`src/rtl/pwl_act_simd_if.sv`:
```
// Stream bundle for pwl_act_simd: one input beat channel and one output beat channel.
// Handshake: a beat moves when valid && ready at a rising edge; valid never waits on ready.
interface pwl_act_simd_if #(
  parameter int LANES = 2,
  parameter int W     = 16
);
  logic                 in_valid;
  logic                 in_ready;
  logic                 in_mode;
  logic [LANES*W-1:0]   in_x;
  logic                 out_valid;
  logic                 out_ready;
  logic [LANES*W-1:0]   out_y;
  logic [LANES-1:0]     out_sat;

  modport master (
    output in_valid, in_mode, in_x, out_ready,
    input  in_ready, out_valid, out_y, out_sat
  );

  modport slave (
    input  in_valid, in_mode, in_x, out_ready,
    output in_ready, out_valid, out_y, out_sat
  );
endinterface

```
`src/rtl/pwl_act_simd.sv`:
```
// Multi-lane piecewise-linear tanh/sigmoid in fixed point, 3-stage stallable pipeline.
// Sigmoid reuses the tanh path via sigmoid(x) = tanh(x/2)/2 + 1/2.
module pwl_act_simd #(
  parameter int LANES = 2,
  parameter int W     = 16,
  parameter int FRAC  = 11
) (
  input  logic                 clk,
  input  logic                 rst,
  pwl_act_simd_if.slave        bus,
  input  logic                 sat_cnt_clr,
  output logic [31:0]          sat_cnt
);

  localparam real SCALE = real'(1 << FRAC);
  localparam logic signed [W-1:0] M_IN    = W'(int'(0.76159 * SCALE));
  localparam logic signed [W-1:0] M_OUT   = W'(int'(0.11673 * SCALE));
  localparam logic signed [W-1:0] C_POS   = W'(int'(0.64486 * SCALE));
  localparam logic signed [W-1:0] SAT_POS = W'(int'(0.995 * SCALE));
  localparam logic signed [W-1:0] HALF    = W'(int'(0.5 * SCALE));
  localparam logic signed [W-1:0] B1      = W'(1 << FRAC);
  localparam logic signed [W-1:0] B3      = W'(3 << FRAC);
  localparam logic signed [W-1:0] C_NEG   = -C_POS;
  localparam logic signed [W-1:0] SAT_NEG = -SAT_POS;
  localparam logic signed [W-1:0] NEG_B1  = -B1;
  localparam logic signed [W-1:0] NEG_B3  = -B3;

  typedef enum logic [2:0] {SEG_LO, SEG_NEG, SEG_MID, SEG_POS, SEG_HI} seg_t;

  logic w_en;
  logic w_deliver;

  // stage 1: decode
  logic signed [W-1:0] w_x   [LANES];
  logic signed [W-1:0] w_t   [LANES];
  seg_t                w_seg [LANES];
  logic                r_s1_valid;
  logic                r_s1_mode;
  logic signed [W-1:0] r_s1_t   [LANES];
  seg_t                r_s1_seg [LANES];

  // stage 2: multiply-add
  logic signed [W-1:0]   w_m    [LANES];
  logic signed [W-1:0]   w_c    [LANES];
  logic signed [2*W-1:0] w_prod [LANES];
  logic signed [W-1:0]   w_r    [LANES];
  logic [LANES-1:0]      w_sat;
  logic                  r_s2_valid;
  logic                  r_s2_mode;
  logic signed [W-1:0]   r_s2_r [LANES];
  logic [LANES-1:0]      r_s2_sat;

  // stage 3: mode fix-up and output
  logic [LANES*W-1:0]  w_y_flat;
  logic                r_out_valid;
  logic [LANES*W-1:0]  r_out_y;
  logic [LANES-1:0]    r_out_sat;
  logic [31:0]         r_sat_cnt;

  assign w_en      = !r_out_valid || bus.out_ready;
  assign w_deliver = r_out_valid && bus.out_ready;

  always_comb begin
    for (int i = 0; i < LANES; i++) begin
      w_x[i] = $signed(bus.in_x[i*W +: W]);
      w_t[i] = bus.in_mode ? (w_x[i] >>> 1) : w_x[i];
      if (w_t[i] < NEG_B3)      w_seg[i] = SEG_LO;
      else if (w_t[i] > B3)     w_seg[i] = SEG_HI;
      else if (w_t[i] < NEG_B1) w_seg[i] = SEG_NEG;
      else if (w_t[i] < B1)     w_seg[i] = SEG_MID;
      else                      w_seg[i] = SEG_POS;
    end
  end

  always_comb begin
    w_sat = '0;
    for (int i = 0; i < LANES; i++) begin
      w_m[i] = '0;
      w_c[i] = '0;
      case (r_s1_seg[i])
        SEG_NEG: begin w_m[i] = M_OUT; w_c[i] = C_NEG; end
        SEG_MID: begin w_m[i] = M_IN;  w_c[i] = '0;    end
        SEG_POS: begin w_m[i] = M_OUT; w_c[i] = C_POS; end
        default: begin w_m[i] = '0;    w_c[i] = '0;    end
      endcase
      // Sign-extend both factors so the low 2W product bits are the signed product.
      w_prod[i] = {{W{w_m[i][W-1]}}, w_m[i]} * {{W{r_s1_t[i][W-1]}}, r_s1_t[i]};
      w_r[i]    = W'(w_prod[i] >>> FRAC) + w_c[i];
      if (r_s1_seg[i] == SEG_LO) begin
        w_r[i]   = SAT_NEG;
        w_sat[i] = 1'b1;
      end else if (r_s1_seg[i] == SEG_HI) begin
        w_r[i]   = SAT_POS;
        w_sat[i] = 1'b1;
      end
    end
  end

  always_comb begin
    w_y_flat = '0;
    for (int i = 0; i < LANES; i++) begin
      w_y_flat[i*W +: W] = r_s2_mode ? ((r_s2_r[i] >>> 1) + HALF) : r_s2_r[i];
    end
  end

  always_ff @(posedge clk or posedge rst) begin
    if (rst) begin
      r_s1_valid  <= 1'b0;
      r_s1_mode   <= 1'b0;
      r_s2_valid  <= 1'b0;
      r_s2_mode   <= 1'b0;
      r_s2_sat    <= '0;
      r_out_valid <= 1'b0;
      r_out_y     <= '0;
      r_out_sat   <= '0;
      for (int i = 0; i < LANES; i++) begin
        r_s1_t[i]   <= '0;
        r_s1_seg[i] <= SEG_MID;
        r_s2_r[i]   <= '0;
      end
    end else if (w_en) begin
      r_s1_valid  <= bus.in_valid;
      r_s1_mode   <= bus.in_mode;
      r_s2_valid  <= r_s1_valid;
      r_s2_mode   <= r_s1_mode;
      r_s2_sat    <= w_sat;
      r_out_valid <= r_s2_valid;
      r_out_y     <= w_y_flat;
      r_out_sat   <= r_s2_sat;
      for (int i = 0; i < LANES; i++) begin
        r_s1_t[i]   <= w_t[i];
        r_s1_seg[i] <= w_seg[i];
        r_s2_r[i]   <= w_r[i];
      end
    end
  end

  // Clear beats a same-cycle increment; the counter sticks at all-ones.
  always_ff @(posedge clk or posedge rst) begin
    if (rst) begin
      r_sat_cnt <= '0;
    end else if (sat_cnt_clr) begin
      r_sat_cnt <= '0;
    end else if (w_deliver && (|r_out_sat) && (r_sat_cnt != 32'hFFFF_FFFF)) begin
      r_sat_cnt <= r_sat_cnt + 32'd1;
    end
  end

  assign bus.in_ready  = w_en;
  assign bus.out_valid = r_out_valid;
  assign bus.out_y     = r_out_y;
  assign bus.out_sat   = r_out_sat;
  assign sat_cnt       = r_sat_cnt;

endmodule

```
`src/flat_wrapper.sv`:
```
// flat-port wrapper written by rule: the top's interface ports become plain ports
module pwl_act_simd_flat 
#(
  parameter int LANES = 2,
  parameter int W     = 16,
  parameter int FRAC  = 11
)
  (clk, rst, sat_cnt_clr, sat_cnt, bus_in_valid, bus_in_mode, bus_in_x, bus_out_ready, bus_in_ready, bus_out_valid, bus_out_y, bus_out_sat);
  pwl_act_simd_if #(.LANES(LANES), .W(W)) bus_i ();
  input  logic clk;
  input  logic rst;
  input  logic sat_cnt_clr;
  output logic [31:0] sat_cnt;
  input wire logic [$bits(bus_i.in_valid)-1:0] bus_in_valid;
  input wire logic [$bits(bus_i.in_mode)-1:0] bus_in_mode;
  input wire logic [$bits(bus_i.in_x)-1:0] bus_in_x;
  input wire logic [$bits(bus_i.out_ready)-1:0] bus_out_ready;
  output wire logic [$bits(bus_i.in_ready)-1:0] bus_in_ready;
  output wire logic [$bits(bus_i.out_valid)-1:0] bus_out_valid;
  output wire logic [$bits(bus_i.out_y)-1:0] bus_out_y;
  output wire logic [$bits(bus_i.out_sat)-1:0] bus_out_sat;
  assign bus_i.in_valid = bus_in_valid;
  assign bus_i.in_mode = bus_in_mode;
  assign bus_i.in_x = bus_in_x;
  assign bus_i.out_ready = bus_out_ready;
  assign bus_in_ready = bus_i.in_ready;
  assign bus_out_valid = bus_i.out_valid;
  assign bus_out_y = bus_i.out_y;
  assign bus_out_sat = bus_i.out_sat;
  pwl_act_simd #(.LANES(LANES), .W(W), .FRAC(FRAC)) u_core (.clk(clk), .rst(rst), .bus(bus_i), .sat_cnt_clr(sat_cnt_clr), .sat_cnt(sat_cnt));
endmodule
```
`config.mk`:
```
export PLATFORM = sky130hd
export DESIGN_NAME = pwl_act_simd_flat
export DESIGN_NICKNAME = d
export VERILOG_FILES = /design/src/rtl/pwl_act_simd_if.sv /design/src/rtl/pwl_act_simd.sv /design/src/flat_wrapper.sv
export SDC_FILE = /design/constraint.sdc
export NUM_CORES = 1
export LEC_CHECK = 0
export ABC_CLOCK_PERIOD_IN_PS = 22200
export BUFFER_PORTS_ARGS = -buffer_cell sky130_fd_sc_hd__buf_2
export CORE_MARGIN = 5
export CORE_UTILIZATION = 55
export DETAILED_ROUTE_END_ITERATION = 6
export PLACE_DENSITY = 0.8
export SETUP_SLACK_MARGIN = 0.02
export SLEW_MARGIN = 10
export SYNTH_ARGS = -nofsm -noshare
export SYNTH_HDL_FRONTEND = slang
export SYNTH_SLANG_ARGS = --single-unit
export TNS_END_PERCENT = 20
```
`constraint.sdc`:
```
create_clock -name clk -period 22.2 [get_ports clk]
set_input_delay 1.11 -clock clk [delete_from_list [all_inputs] [get_ports clk]]
set_output_delay 1.11 -clock clk [all_outputs]
set_load 0.1 [all_outputs]
```
==> flow_metrics.py, run 1 <==
metrics = {
    "status": {
        "outcome": "finished clean",
    },
    "floorplan": {
        "die_height_um": 190.0,
        "pin_count": 106,
        "die_x_um": 190.0,
        "num_rows": 66,
        "dieArea_um2": 36100,
        "coreArea_um2": 32290,
        "start_util_pct": 55.18,
    },
    "placement": {
        "placed_cells": 2438,
        "gp_congestion": 0.8851,
        "io_buffers": 105,
        "dp_slack_ns": 13.85,
        "dpl-instance-area_um2": 18750,
        "hpwlAfterDp_um": 31840,
    },
    "synthesis": {
        "synth_top_flop_cell": "dfrtp_1",
        "synth_top_area_cell": "fa_1",
        "synth-seq-cells": 143,
        "yosysSeqAreaShare_pct": 20.10,
        "synth_cells": 1947,
        "ys_top_cells_by_area": "fa_1 (27%), dfrtp_1 (20%), ha_1 (13%)",
        "synth_nets": 2408,
        "synthTopCellsByCount": "inv_1 (402), fa_1 (244), nand2_1 (190)",
        "yosys.area.top_type_share_pct": 27.41,
        "synth_most_common_cell": "inv_1",
        "ys.warnings.count": 0,
        "async_flop_share_pct": 100.0,
        "synth_edf_count": 0,
        "yosysUniqueCellTypes": 60,
        "syn_avg_cell_area_um2": 9.152,
        "synth_area_um2": 17820,
    },
    "pwr": {
        "powerDensity_nw_per_um2": 105.8,
        "leakagePower_nw": 10.48,
        "p_sw_share_pct": 52.53,
        "pwr-share-clk_pct": 14.7,
        "seqPwrFrac_pct": 20.6,
        "intPower_mw": 0.9724,
        "switchingPower_mw": 1.076,
        "p_comb_share_pct": 64.7,
        "ir_drop_v": 0.00006896,
        "p_total_mw": 2.048,
    },
    "clocking": {
        "ctsResizeCount": 0,
        "cts_tree": "done",
        "hold_buffers": 0,
        "cts_sinks": 143,
        "cts_root_buf": "clkbuf_16",
        "clkTransAtPathRegs_ns": 0.07,
        "clock_path_buffers": 2,
        "cts_buffers": 17,
        "htree_num_levels": 4,
        "post-cts-setup-buffers": 0,
        "insertion_delay_ns": 0.43,
    },
    "timing": {
        "holdWs_ns": 0.4598,
        "fin_setup_tns_ns": 0,
        "hold_viol_final": 0,
        "maxSlewViolCount": 0,
        "fmaxAchievable_mhz": 119.2,
        "setup_ws_ns": 13.81,
        "slew_headroom_pct": 35.83,
        "min_period_ns": 8.390,
        "setup_viol": 0,
        "grt_setup_unrepaired": "false",
        "max_slew.worst_pin.slew_ns": 0.9612,
        "post-route-period-util_pct": 37.79,
        "fin_skew_ns": 0.01087,
    },
    "worst_setup_path": {
        "cp.required_ns": 22.46,
        "cp-end-kind": "flip-flop",
        "critPathMaxStageDelay_ns": 0.68,
        "crit_slowest_cell": "o41ai_1",
        "startpoint": "u_core.r_s1_seg[0]",
        "r2r-start": "u_core.r_s1_seg[0]",
        "worstPathMaxFanout": 19,
        "path_class": "reg2reg",
        "arrival_ns": 8.65,
        "critPathLaunchType": "flip-flop",
    },
    "grt": {
        "grt_max_degree": 85,
        "overflow": 0,
        "antenna_found_initial": 0,
        "grt_usage_pct": 23.12,
        "grt_pass1_wl_um": 68870,
        "grt_pass1_vias": 14380,
    },
    "route": {
        "wl_per_cell_um": 15.97,
        "num_vias": 13380,
        "drt-pass1-iter-count": 5,
        "drtIter0Drc": 790,
        "viasPerCell": 5.417,
        "drc": 0,
        "postRouteAntennaNets": 0,
        "routed_wl_um": 39450,
    },
    "final_layout": {
        "final_cells": 2470,
        "diodes": 0,
        "area_growth_syn_to_layout_pct": 8.637,
        "nFillCells": 2683,
        "final_core_util_pct": 59.95,
        "nets": 2476,
        "fin_area_um2": 19360,
        "drive_gt1_share_pct": 8.531,
    },
    "min_path": {
        "hold_class": "reg2reg",
        "hp-start": "u_core.r_s2_valid",
    },
    "job": {
        "maxCapViolations": 0,
    },
}
## placed cells by master, fill, tap and decap left out, types with 19 or more instances in the layout
cell	instances
a21o_1	19
a21oi_1	90
and2_1	64
buf_2	105
dfrtp_1	141
fa_1	244
ha_1	179
inv_1	400
mux2i_1	51
nand2_1	190
nand3_1	26
nor2_1	98
o21ai_0	95
xnor2_1	49
xor2_1	48
## area by class of cell
class                   instances  area (µm²)  share of cell area (%)
multi-input cells            1333       12480                   64.47
flip-flops and latches        143        3581                   18.50
inverters                     402        1514                   7.821
repair buffers                118       623.1                   3.219
well taps                     442       553.0                   2.857
clock buffers                  20       456.7                   2.359
clock inverters                12       150.1                  0.7756
## path summary, 6_finish.rpt
| check | end | slack [ns] | depth (start not counted) |
|---|---|---|---|
| setup / recovery | u_core.r_s2_r[15] | 13.81 | 34 |
| hold / removal | u_core.r_s2_valid | 0.46 | 2 |
| setup reg to reg | u_core.r_s2_r[15] | 13.81 | 34 |
| hold reg to reg | u_core.r_s2_valid | 0.46 | 2 |
| max in group asynchronous | u_core.r_s1_t[22] | 20.07 | 3 |
| min in group asynchronous | u_core.sat_cnt[25] | 0.80 | 2 |
## critical path: cells and delay by family, from the launching register on
kind / cells / cell delay [ns]
and+or+nand+nor: 4 / 0.69
xor gates and xnor gates: 2 / 0.28
AOI/OAI and AO/OA: 16 / 3.67
DFF: 1 / 0.44
buffers and inverters: 5 / 0.39
adders and majority gates: 7 / 2.69
## sequential cells by signal, indices dropped and copies added (netlist names), 2 cells and up
signal,flops
u_core.bus.out_sat,2
u_core.r_s2_r,32
u_core.sat_cnt,32
u_core.r_s1_t,32
u_core.r_s2_sat,2
u_core.r_s1_seg,6
u_core.bus.out_y,32
## metal layers
layer  part of all wire [%]  GRT usage, %  up-vias
li1                       -             -     6288
met4                    2.7         7.346        0
met5                      0             0        -
met1                     41         28.59     6728
met2                     53         42.47      283
met3                    3.2         2.495       82
## logic make-up after synthesis
logic type | after synthesis | share of synthesized area [%]
muxes | 51 | 2.865
adders and majority gates | 423 | 39.98
and+or+nand+nor | 476 | 12.74
xor gates and xnor gates | 97 | 4.768
AOI/OAI and AO/OA | 286 | 9.578
DFF | 143 | 20.10
buffers and inverters | 471 | 9.964
## power groups by stage
| stage | Sequential, mW | Clock (mW) | Combinational, mW |
|---|---|---|---|
| 2_1_floorplan | 0.632 | 0 | 0.824 |
| 3_3_place_gp | 0.420 | 0 | 1.28 |
| 6_report | 0.422 | 0.300 | 1.33 |
| 4_1_cts | 0.421 | 0.306 | 1.34 |
| 5_1_grt | 0.434 | 0.314 | 1.49 |
| 3_5_place_dp | 0.424 | 0 | 1.32 |
(Power assumes the default switching activity.)
==> run 2: changes to the inputs <==
ABC_AREA = 1   (was not set)
ABC_CLOCK_PERIOD_IN_PS = 6750   (was 22200)
PLACE_DENSITY = 0.83   (was 0.8)
clock period = 6.75 ns   (was 22.2 ns; I/O delays follow)
==> flow_metrics.py, run 2 <==
metrics = {
    "status": {
        "outcome": "finished, violations left",
        "violations": "negative setup slack",
    },
    "floorplan": {
        "start_util_pct": 55.41,
        "die_x_um": 195.9,
        "pin_count": 106,
        "die_height_um": 195.9,
        "coreArea_um2": 34290,
        "dieArea_um2": 38360,
        "num_rows": 68,
    },
    "final_layout": {
        "nets": 3057,
        "drive_gt1_share_pct": 17.06,
        "diodes": 0,
        "fin_area_um2": 22110,
        "area_growth_syn_to_layout_pct": 16.39,
        "final_core_util_pct": 64.49,
        "mostFrequentLayoutCell": "inv_1",
        "final_cells": 3064,
        "regArea_um2": 3583,
        "nFillCells": 2740,
        "multiInputGateArea_um2": 13870,
        "layout_common_cells": "inv_1 (546), nand2_1 (410), fa_1 (241), nor2_1 (192), ha_1 (146)",
    },
    "synthesis": {
        "synthTopCellsByCount": "inv_1 (554), nand2_1 (432), fa_1 (244)",
        "synth_cells": 2420,
        "yosys.area.top_type_share_pct": 25.71,
        "synthAdderAreaFrac_pct": 37.50,
        "synth-seq-cells": 143,
        "synth_area_um2": 19000,
        "synth_top_flop_cell": "dfrtp_1",
        "ys_top_cells_by_area": "fa_1 (26%), dfrtp_1 (19%), ha_1 (12%)",
        "synth_top_family_by_area": "adder cells",
        "yosysUniqueCellTypes": 49,
        "synth_top_area_cell": "fa_1",
        "synth_compound_area_share_pct": 10.29,
        "synth_edf_count": 0,
        "ys.warnings.count": 0,
        "syn_avg_cell_area_um2": 7.851,
        "yosysSeqAreaShare_pct": 18.85,
        "async_flop_share_pct": 100.0,
        "synth-xor-area-share_pct": 3.227,
        "synth_nets": 2881,
        "synth_most_common_cell": "inv_1",
        "synthMuxAreaShare_pct": 0.2634,
        "synth-simple-area-share_pct": 17.43,
    },
    "clocking": {
        "cts_buffers": 17,
        "clock_path_buffers": 2,
        "cts_tree": "done",
        "cts_sinks": 143,
        "insertion_delay_ns": 0.45,
        "cts_root_buf": "clkbuf_16",
        "clkTransAtPathRegs_ns": 0.08,
        "htree_num_levels": 4,
    },
    "timing": {
        "fmaxAchievable_mhz": 146.2,
        "fin_setup_tns_ns": -0.08823,
        "setup_viol": 1,
        "max_slew.worst_pin.slew_ns": 1.045,
        "grt_setup_unrepaired": "true",
        "fin_skew_ns": 0.01319,
        "min_period_ns": 6.838,
        "setup_ws_ns": -0.08823,
        "maxSlewViolCount": 0,
        "slew_headroom_pct": 30.29,
        "post-route-period-util_pct": 101.3,
        "hold_viol_final": 0,
    },
    "worst_setup_path": {
        "reg2regPathDepth": 35,
        "crit_slowest_cell": "fa_1",
        "critPathLaunchType": "flip-flop",
        "r2r_slack_ns": -0.09,
        "path_class": "reg2reg",
        "arrival_ns": 7.18,
        "r2r-start": "u_core.r_s1_seg[4]",
        "timing.critical_path.buf_inv": 11,
        "cp-end-kind": "flip-flop",
        "reg2reg_to": "u_core.r_s2_r[31]",
        "critPathMaxStageDelay_ns": 0.55,
        "cp.required_ns": 7.10,
        "worstPathMaxFanout": 4,
        "cp_top_family": "adder cells",
    },
    "min_path": {
        "hold_class": "in2async",
    },
    "route": {
        "num_vias": 16610,
        "drtIter0Drc": 1040,
        "viasPerCell": 5.421,
        "routed_wl_um": 49190,
        "wl_per_cell_um": 16.05,
        "drc": 0,
        "drt-pass1-iter-count": 5,
        "postRouteAntennaNets": 0,
    },
    "placement": {
        "dpl-instance-area_um2": 20520,
        "gp_congestion": 0.9588,
        "io_buffers": 105,
        "placed_cells": 3013,
        "hpwlAfterDp_um": 37770,
    },
    "pwr": {
        "powerDensity_nw_per_um2": 470.0,
        "leakagePower_nw": 11.75,
        "ir_drop_v": 0.0005456,
    },
    "grt": {
        "grt_pass1_wl_um": 79980,
        "grt_max_degree": 99,
        "overflow": 0,
        "grt_usage_pct": 25.08,
        "grt_pass1_vias": 17150,
        "antenna_found_initial": 0,
    },
    "job": {
        "maxCapViolations": 0,
    },
}
==> run 2: metrics by stage <==
| step | worst slack, ns | power [mW] | hold slack (ns) |
|---|---|---|---|
| 4_1_cts | 0.01669 | 9.286 | 0.1191 |
| 3_3_place_gp | -0.05774 | 7.986 | 0.4335 |
| 3_5_place_dp | -0.2525 | 8.201 | 0.4349 |
| 2_1_floorplan | 0.2075 | 6.565 | 0.4198 |
| 5_1_grt | -0.2885 | 11.36 | 0.1436 |
| 6_report | -0.08823 | 10.39 | 0.05959 |
==> run 2: logic make-up after synthesis <==
family / count (synthesis)
adders and majority gates: 423
muxes: 5
DFF: 143
AOI/OAI and AO/OA: 358
and+or+nand+nor: 801
xor gates and xnor gates: 70
buffers and inverters: 620
==> run 2: where the power goes <==
| group | switching (mW) | leakage [nW] | internal [mW] |
|---|---|---|---|
| registers | 0.215 | 1.76 | 1.14 |
| logic | 5.10 | 9.70 | 2.94 |
| clock network | 0.471 | 0.295 | 0.534 |
==> run 2: worst reg2reg max path: cells and delay by family (launching register included) <==
family                     cells  cell delay [ns]
adders and majority gates      7             3.16
buffers and inverters         11             1.10
AOI/OAI and AO/OA              6             0.98
and+or+nand+nor               10             0.97
DFF                            1             0.38
xor gates and xnor gates       1             0.15
==> run 2: worst max-delay path by stage <==
stage / start / end / slack [ns] / cells past startpoint
after floorplan: u_core.r_s1_seg[2] / u_core.r_s2_r[15] / 0.21 / 31
after global placement: u_core.r_s1_seg[0] / u_core.r_s2_r[14] / -0.06 / 35
after detailed placement: u_core.r_s1_seg[0] / u_core.r_s2_r[15] / -0.25 / 34
after CTS: u_core.r_s1_seg[4] / u_core.r_s2_r[29] / 0.02 / 31
after global routing: u_core.r_s1_seg[4] / u_core.r_s2_r[31] / -0.29 / 33
final: u_core.r_s1_seg[4] / u_core.r_s2_r[31] / -0.09 / 35
==> run 2: timing repair <==
item                       in CTS  in global routing
setup endpoints to repair      14                 20
buffers inserted                0                 19
hold buffers                    0                  0
pin swaps                       0                 81
resized for setup              13                189
==> run 2: cell type report <==
type / instances / area share, %
multi-input cells: 1657 / 62.72
flip-flops and latches: 143 / 16.20
inverters: 566 / 9.641
repair buffers: 211 / 6.060
clock buffers: 17 / 1.924
well taps: 455 / 2.574
clock inverters: 15 / 0.8713
==> run 2: routing by layer <==
metal | GRT usage (%) | share of wire [%] | up-vias
met5 | 0 | 0 | -
met4 | 8.663 | 3.7 | 0
met3 | 3.229 | 4.7 | 157
met2 | 45.40 | 51 | 530
met1 | 30.90 | 40 | 8120
li1 | - | - | 7802
==> run 3: changes to the inputs <==
REMOVE_ABC_BUFFERS = 1   (was not set)
==> flow_metrics.py, run 3 (synthesis results as in run 2) <==
metrics = {
    "pwr": {
        "switchingPower_mw": 5.970,
        "pwr-share-clk_pct": 8.7,
        "leakagePower_nw": 11.78,
        "intPower_mw": 4.778,
        "ir_drop_v": 0.0004181,
        "powerDensity_nw_per_um2": 481.9,
        "p_total_mw": 10.75,
        "p_comb_share_pct": 78.8,
        "p_sw_share_pct": 55.54,
        "seqPwrFrac_pct": 12.5,
    },
    "clocking": {
        "clkTransAtPathRegs_ns": 0.07,
        "cts_root_buf": "clkbuf_16",
        "cts_buffers": 17,
        "cts_sinks": 143,
        "htree_num_levels": 4,
        "clock_path_buffers": 2,
        "insertion_delay_ns": 0.45,
        "cts_tree": "done",
    },
    "worst_setup_path": {
        "path_class": "reg2reg",
        "crit_slowest_cell": "fa_1",
        "worstPathMaxFanout": 12,
        "crit_end": "u_core.r_s2_r[15]",
        "arrival_ns": 7.13,
        "startpoint": "u_core.r_s1_seg[1]",
        "r2r-start": "u_core.r_s1_seg[1]",
        "critPathMaxStageDelay_ns": 0.57,
        "reg2regPathDepth": 32,
        "cp.required_ns": 7.09,
        "cp-end-kind": "flip-flop",
        "critPathLaunchType": "flip-flop",
        "reg2reg_to": "u_core.r_s2_r[15]",
        "r2r_slack_ns": -0.03,
    },
    "timing": {
        "post-route-period-util_pct": 100.5,
        "min_period_ns": 6.785,
        "slew_headroom_pct": 24.18,
        "max_slew.worst_pin.slew_ns": 1.136,
        "setup_ws_ns": -0.03470,
        "setup_viol": 1,
        "fin_skew_ns": 0.01532,
        "hold_viol_final": 1,
        "maxSlewViolCount": 0,
        "holdWs_ns": -0.0002025,
        "fmaxAchievable_mhz": 147.4,
        "grt_setup_unrepaired": "true",
        "fin_setup_tns_ns": -0.03470,
    },
    "status": {
        "violations": "negative hold slack, negative setup slack",
        "outcome": "finished, violations left",
    },
    "placement": {
        "gp_congestion": 0.9479,
        "io_buffers": 105,
        "hpwlAfterDp_um": 38670,
    },
    "route": {
        "num_vias": 16880,
        "drt-pass1-iter-count": 5,
        "drc": 0,
        "postRouteAntennaNets": 0,
        "viasPerCell": 5.502,
        "drtIter0Drc": 1044,
        "routed_wl_um": 51730,
        "wl_per_cell_um": 16.87,
    },
    "grt": {
        "grt_pass1_vias": 17460,
        "overflow": 0,
        "grt_pass1_wl_um": 82090,
        "grt_usage_pct": 25.94,
        "antenna_found_initial": 0,
        "grt_max_degree": 82,
    },
    "final_layout": {
        "layout_common_cells": "inv_1 (539), nand2_1 (413), fa_1 (240), nor2_1 (185), ha_1 (146)",
        "nets": 3061,
        "mostFrequentLayoutCell": "inv_1",
        "nFillCells": 2667,
        "diodes": 0,
        "drive_gt1_share_pct": 17.50,
        "area_growth_syn_to_layout_pct": 17.38,
    },
    "floorplan": {
        "dieArea_um2": 38360,
        "die_x_um": 195.9,
        "start_util_pct": 55.41,
        "coreArea_um2": 34290,
        "die_height_um": 195.9,
        "pin_count": 106,
        "num_rows": 68,
    },
    "min_path": {
        "hold_class": "in2async",
    },
    "job": {
        "maxCapViolations": 0,
    },
}
[run 3: cell types whose count changed in the layout (fill, tap and decap cells not counted), sizes merged]
cell      delta
buf          +3
bufinv       -1
clkinv       -1
inv          +1
clkinvlp     +1
[run 3: how the worst min path moves through the flow]
stage	cells after the start	slack [ns]	to	startpoint
5_1_grt	2	0.06	u_core.bus.out_y[22]	rst
2_1_floorplan	1	0.40	u_core.sat_cnt[30]	sat_cnt_clr
6_report	2	-0.0002	u_core.bus.out_y[22]	rst
3_3_place_gp	2	0.43	u_core.bus.out_valid	u_core.r_s2_valid
4_1_cts	2	0.03	u_core.r_s2_r[15]	rst
3_5_place_dp	2	0.46	u_core.bus.out_valid	u_core.r_s2_valid
[run 3: cell type report]
| class | instances | area [µm²] | share of cell area, % |
|---|---|---|---|
| Clock inverter | 14 | 127.6 | 0.5723 |
| Multi-Input combinational cell | 1657 | 14060 | 63.06 |
| Tap cell | 455 | 569.3 | 2.553 |
| Inverter | 566 | 2131 | 9.555 |
| Timing Repair inverter | 1 | 7.507 | 0.03366 |
| Clock buffer | 17 | 425.4 | 1.908 |
| Timing Repair Buffer | 214 | 1395 | 6.256 |
| Sequential cell | 143 | 3582 | 16.06 |
[run 3: repair_timing]
| action | in CTS | in global routing |
|---|---|---|
| hold endpoints to repair | 0 | 0 |
| setup endpoints to repair | 17 | 21 |
| pin swaps | 0 | 98 |
| buffers inserted | 1 | 19 |
| resized for setup | 13 | 227 |
| hold buffers | 0 | 0 |
| cloned | 0 | 1 |
[run 3: power groups by stage]
stage	sequential (mW)	combinational (mW)	clock, mW
final	1.35	8.47	0.935
after global placement	1.34	6.76	0
after detailed placement	1.35	6.99	0
after global routing	1.38	9.34	0.978
after floorplan	2.10	4.44	0
after CTS	1.34	7.08	0.943
[run 3: through the flow]
stage	utilization (%)	instances	instance area [µm²]	setup slack, ns	hold slack [ns]
finish	65.04	3067	22300	-0.03470	-0.0002025
global route	65.04	3067	22300	-0.3490	0.05847
CTS	61.63	3047	21130	0.01260	0.02522
detailed placement	59.89	3015	20540	-0.2686	0.4593
global placement	59.89	3015	20540	-0.1052	0.4330
floorplan	-	2366	18760	-0.2022	0.4005
[run 3: per-layer routing]
| layer | vias to the layer above | wire [µm] | GRT usage [%] | part of all wire [%] |
|---|---|---|---|---|
| li1 | 7810 | - | - | - |
| met1 | 8320 | 20140 | 31.06 | 39 |
| met2 | 592 | 27430 | 47.65 | 53 |
| met3 | 154 | 2086 | 2.713 | 4.0 |
| met4 | 0 | 2074 | 10.58 | 4.0 |
| met5 | - | 0 | 0 | 0 |
[run 3: critical path: cells and delay by family, from the launching register on]
| kind | cells | cell delay (ns) |
|---|---|---|
| flip-flops | 1 | 0.55 |
| AO/OA/AOI/OAI | 4 | 0.58 |
| buffers and inverters | 6 | 0.65 |
| XOR/XNOR | 1 | 0.14 |
| adder cells (fa/ha/maj) | 7 | 2.77 |
| AND/OR/NAND/NOR | 14 | 1.95 |
